[src/rtl/reg_file_wb.sv]
`default_nettype none
// ============================================================================
// Module   : reg_file_wb
// Purpose  : RV32I architectural register file (x0..x31) with write-back
//            bypass to both read ports and a per-register busy scoreboard
//            used by ID to stall on RAW hazards.
// Revision : 1.0 - initial release
// ============================================================================
module reg_file_wb #(
  parameter int DATA_W   = 32,
  parameter int ADDR_W   = 5,
  parameter int NUM_REGS = 32   // must equal 2**ADDR_W
) (
  input  logic              clk,
  input  logic              rst_n,
  input  logic              w_enable_i,
  input  logic [ADDR_W-1:0] w_addr_i,
  input  logic [DATA_W-1:0] w_data_i,
  input  logic              r1_enable_i,
  input  logic [ADDR_W-1:0] r1_addr_i,
  output logic [DATA_W-1:0] r1_data_o,
  output logic              r1_busy_o,
  input  logic              r2_enable_i,
  input  logic [ADDR_W-1:0] r2_addr_i,
  output logic [DATA_W-1:0] r2_data_o,
  output logic              r2_busy_o,
  input  logic              issue_en_i,
  input  logic [ADDR_W-1:0] issue_addr_i,
  output logic [ADDR_W:0]   pending_cnt_o
);

  localparam logic [ADDR_W-1:0] c_zero_addr = '0;
  localparam logic [ADDR_W:0]   c_cnt_one   = {{ADDR_W{1'b0}}, 1'b1};

  logic [DATA_W-1:0]   r_regs [NUM_REGS];
  logic [NUM_REGS-1:0] r_busy;
  logic [ADDR_W:0]     r_pending_cnt;

  logic [NUM_REGS-1:0] w_busy_next;
  logic                w_wb_valid;
  logic                w_set_new;
  logic                w_clr_old;

  // A write-back to x0 is architecturally a no-op, so it never bypasses or clears
  assign w_wb_valid = w_enable_i && (w_addr_i != c_zero_addr);

  // Read-port mux: disable/x0 give zero, a same-cycle write-back wins over storage
  function automatic logic [DATA_W-1:0] f_read(
    input logic              en,
    input logic [ADDR_W-1:0] addr,
    input logic [DATA_W-1:0] stored
  );
    if (!en || addr == c_zero_addr) return '0;
    if (w_enable_i && w_addr_i == addr) return w_data_i;
    return stored;
  endfunction

  // Combinational read data and busy flags, forced to zero while in reset
  always_comb begin
    r1_data_o = '0;
    r2_data_o = '0;
    r1_busy_o = 1'b0;
    r2_busy_o = 1'b0;
    if (rst_n) begin
      r1_data_o = f_read(r1_enable_i, r1_addr_i, r_regs[r1_addr_i]);
      r2_data_o = f_read(r2_enable_i, r2_addr_i, r_regs[r2_addr_i]);
      r1_busy_o = r1_enable_i && (r1_addr_i != c_zero_addr) && r_busy[r1_addr_i]
                  && !(w_enable_i && w_addr_i == r1_addr_i);
      r2_busy_o = r2_enable_i && (r2_addr_i != c_zero_addr) && r_busy[r2_addr_i]
                  && !(w_enable_i && w_addr_i == r2_addr_i);
    end
  end

  // Next busy vector: issue (set) beats write-back (clear); bit 0 stays zero
  always_comb begin
    w_busy_next = r_busy;
    for (int i = 1; i < NUM_REGS; i++) begin
      if (issue_en_i && issue_addr_i == ADDR_W'(i))
        w_busy_next[i] = 1'b1;
      else if (w_enable_i && w_addr_i == ADDR_W'(i))
        w_busy_next[i] = 1'b0;
    end
  end

  // Count deltas: at most one register can become busy and one can become free per edge
  assign w_set_new = issue_en_i && (issue_addr_i != c_zero_addr) && !r_busy[issue_addr_i];
  assign w_clr_old = w_wb_valid && r_busy[w_addr_i]
                     && !(issue_en_i && issue_addr_i == w_addr_i);

  // Register storage: reset clears everything, x0 is never written
  always_ff @(posedge clk) begin
    if (!rst_n) begin
      for (int i = 0; i < NUM_REGS; i++) r_regs[i] <= '0;
    end else if (w_wb_valid) begin
      r_regs[w_addr_i] <= w_data_i;
    end
  end

  // Scoreboard and its running popcount
  always_ff @(posedge clk) begin
    if (!rst_n) begin
      r_busy        <= '0;
      r_pending_cnt <= '0;
    end else begin
      r_busy <= w_busy_next;
      if (w_set_new && !w_clr_old)
        r_pending_cnt <= r_pending_cnt + c_cnt_one;
      else if (w_clr_old && !w_set_new)
        r_pending_cnt <= r_pending_cnt - c_cnt_one;
    end
  end

  assign pending_cnt_o = r_pending_cnt;

endmodule
`default_nettype wire

[config.mk]
export PLATFORM = sky130hd
export DESIGN_NAME = reg_file_wb
export DESIGN_NICKNAME = d
export VERILOG_FILES = /design/src/rtl/reg_file_wb.sv
export SDC_FILE = /design/constraint.sdc
export NUM_CORES = 2
export LEC_CHECK = 0
export ABC_AREA = 1
export BUFFER_PORTS_ARGS = -buffer_cell sky130_fd_sc_hd__buf_2
export CAP_MARGIN = 40
export CORE_UTILIZATION = 24
export CTS_BUF_LIST = sky130_fd_sc_hd__clkbuf_8 sky130_fd_sc_hd__clkbuf_16
export CTS_CLUSTER_DIAMETER = 50
export DETAILED_ROUTE_END_ITERATION = 10
export HOLD_SLACK_MARGIN = 0.05
export PLACE_DENSITY_LB_ADDON = 0.2
export SLEW_MARGIN = 0
export SYNTH_ARGS = -nofsm -noshare
export SYNTH_HDL_FRONTEND = slang
export SYNTH_SLANG_ARGS = --single-unit
export TNS_END_PERCENT = 20
[constraint.sdc]
create_clock -name clk -period 4.2 [get_ports clk]
set_input_delay 0.21 -clock clk [delete_from_list [all_inputs] [get_ports clk]]
set_output_delay 0.21 -clock clk [all_outputs]
set_load 0.03 [all_outputs]
==> impl_metrics.env <==
export IMPL_core_area_sq_um=254000
export IMPL_setup_tns_ps=0
export IMPL_cap_viol_max_count=0
export IMPL_netlist_area_sq_um=61400
export IMPL_syn_inst=7688
export IMPL_yosys_area_top_type="edfxtp_1"
export IMPL_first_pass_iters=6
export IMPL_wl_per_cell_microns=25.9
export IMPL_synth_warnings=0
export IMPL_fillers=27000
export IMPL_holdWs_ps=96.4
export IMPL_ios=130
export IMPL_worst_slew_pin_slew_ps=983
export IMPL_drtAntennaViolNets=0
export IMPL_grt_total_usage_pct=21.8
export IMPL_routed_wl_mm=288
export IMPL_path_max_fanout=32
export IMPL_routabilityCongestion=0.842
export IMPL_cts_tree="yes"
export IMPL_crit_type="primary input to output pin"
export IMPL_hpwl_mm=169
export IMPL_startpoint_type="primary input"
export IMPL_holdPathStages=4
export IMPL_die_x_microns=508
export IMPL_timing_fmax_mhz=270
export IMPL_initial_core_util_pct=24.2
export IMPL_skew_ps=19.9
export IMPL_setup_violations=0
export IMPL_p_leak_uw=0.0290
export IMPL_gr_total_overflow=0
export IMPL_reg2reg_from="r_busy[25]$_SDFFE_PN0P_"
export IMPL_yosys_top_cells_area="edfxtp_1 (50%), nand2_1 (11%), nor2_1 (8.0%)"
export IMPL_min_from="w_data_i[26]"
export IMPL_grt_pass1_vias=52900
export IMPL_grt_pass1_wl_mm=403
export IMPL_cts_buffer_depth=3
export IMPL_ys_ff_latch=1061
export IMPL_netlist_area_leader_share_pct=50.1
export IMPL_rsz0062_at_grt="false"
export IMPL_p_per_area_nw_per_um2=429
export IMPL_min_period_over_period_pct=88.1
export IMPL_via_count=56600
export IMPL_cts_setup_buffers=0
export IMPL_min_to="r_regs[25][26]$_SDFFCE_PN0P_"
export IMPL_clkSinkCount=1061
export IMPL_drc=0
export IMPL_grt_max_degree=177
export IMPL_vdd_drop_max_v=0.000417
export IMPL_ctsResizeCount=0
export IMPL_ctsHoldBuffers=40
export IMPL_drive_gt1_share_pct=9.80
export IMPL_die_h_microns=508
export IMPL_cp_arrival_ps=3490
export IMPL_required_ps=3990
export IMPL_status="completed"
export IMPL_root_buffer="clkbuf_16"
export IMPL_synth_seq_area_share_pct=51.3
export IMPL_die_area_sq_um=258000
export IMPL_slew_viol_final=0
export IMPL_hold_viol=0
export IMPL_r2r_setup_slack_ps=1390
export IMPL_antenna_found_initial=13
export IMPL_cts_made_buffers=160
export IMPL_area_growth_pct=16.7
export IMPL_finalCriticalPeriod_ps=3700
export IMPL_ys_types=44
export IMPL_clk_pin_slew_ps=50
export IMPL_htree_levels=4
export IMPL_syn_area_per_cell_sq_um=7.99
export IMPL_min_path_type="primary input to register"
export IMPL_clk_latency_ps=810
export IMPL_worstRegToRegCells=16
export IMPL_relSlewSlack_pct=34.4
export IMPL_layout_nets=7668
export IMPL_rows=185
export IMPL_drtIter0Drc=7611
export IMPL_end_kind="output pin"
export IMPL_r2r_end="pending_cnt_o[4]$_SDFFE_PN0P_"
export IMPL_avgViaCountPerCell=5.09
export IMPL_io_buffer_count=129
-- state kept, by name (all words and copies together), names as in the netlist --
name,count
r_regs,1024
r_busy,31
pending_cnt_o,6
-- power breakdown --
group	switching (uW)	leakage (uW)	total (uW)	internal (uW)
Sequential	279	0.0100	12500	12200
Combinational	3010	0.0162	4050	1030
Clock	5640	0.00275	14200	8580
Total	8930	0.0290	30700	21800
-- layout make-up --
class | count | area [sq um] | share of cell area (%)
Clock inverter | 131 | 1530 | 2.14
Clock buffer | 163 | 4080 | 5.69
Antenna cell | 2 | 5.00 | 0.00698
Multi-Input combinational cell | 5362 | 24400 | 34.1
Sequential cell | 1061 | 31500 | 43.9
Tap cell | 3366 | 4210 | 5.87
Timing Repair Buffer | 389 | 3550 | 4.95
Inverter | 629 | 2400 | 3.35
-- Yosys cell counts (all sizes together) --
cell / number
clkinv: 1
or2: 42
ha: 6
dfxtp: 37
a211oi: 1
nor3: 8
fa: 1
o211ai: 254
nand3: 939
edfxtp: 1024
buf: 431
o31ai: 3
xnor2: 3
o22ai: 10
inv: 628
nand2: 1731
nand3b: 14
conb: 1
a22oi: 12
clkbuf: 236
o21ai: 495
nand4: 5
o2111ai: 1
a21oi: 482
xor2: 3
nor2: 1312
a31oi: 8
-- logic make-up (layout without fill, tap and decap cells) --
kind of cell             count (synthesis)  in the layout  synth area share [%]
AO/OA/AOI/OAI                         1266           1266                  11.5
XOR/XNOR                                 6              6                0.0856
adder cells (fa/ha/maj)                  7              7                 0.155
buffers and inverters                 1296           1312                  9.30
flip-flops                            1061           1061                  51.3
other                                    1             34               0.00611
AND/OR/NAND/NOR                       4051           4051                  27.7
-- layout by cell type (no fill, tap or decap), types with 25 or more instances in the layout --
| master | instances |
|---|---|
| nand3_4 | 25 |
| o211ai_1 | 254 |
| edfxtp_1 | 1024 |
| or2_2 | 42 |
| nor2_1 | 1303 |
| nand3_1 | 913 |
| conb_1 | 32 |
| o21ai_0 | 487 |
| dfxtp_1 | 37 |
| buf_4 | 163 |
| dlygate4sd3_1 | 40 |
| nand2_2 | 39 |
| clkinv_2 | 26 |
| clkbuf_16 | 163 |
| inv_1 | 615 |
| buf_2 | 120 |
| nand2_1 | 1691 |
| buf_12 | 51 |
| a21oi_1 | 482 |
-- how the worst max path moves through the flow --
stage                 from                       endpoint  depth (start not counted)
2_1_floorplan  w_addr_i[0]  pending_cnt_o[3]$_SDFFE_PN0P_                         17
3_3_place_gp   w_addr_i[0]  pending_cnt_o[4]$_SDFFE_PN0P_                         19
3_5_place_dp   w_addr_i[3]   r_regs[12][30]$_SDFFCE_PN0P_                         11
4_1_cts         w_enable_i                  r1_data_o[30]                         12
5_1_grt              rst_n                  r1_data_o[10]                         11
6_report             rst_n                  r1_data_o[10]                         11
-- per-stage QoR --
step,cells,worst slack (ps),total power (uW),instance area [sq um],utilization [%]
global route,11100,514,31700,71700,28.2
global placement,10800,746,16600,65400,25.7
CTS,11100,610,30900,71700,28.2
detailed placement,10800,816,16600,65700,25.8
finish,11100,501,30700,71700,28.2
floorplan,7719,1490,14900,61500,-
-- per-layer routing --
metal	wire [microns]	GRT usage, %
met1	125000	30.1
met2	129000	34.4
met3	23900	3.37
met4	9730	7.28
met5	214	0
-- worst max-delay path: stages --
cell	delay, ps
dlygate4sd3_1	520
buf_2	250
buf_4	710
nand3_1	230
inv_2	190
nand2_1	80
clkinv_1	60
buf_4	480
nand3_1	340
nand2_1	130
buf_2	210
Note: power is estimated with default switching activity, not from simulation.
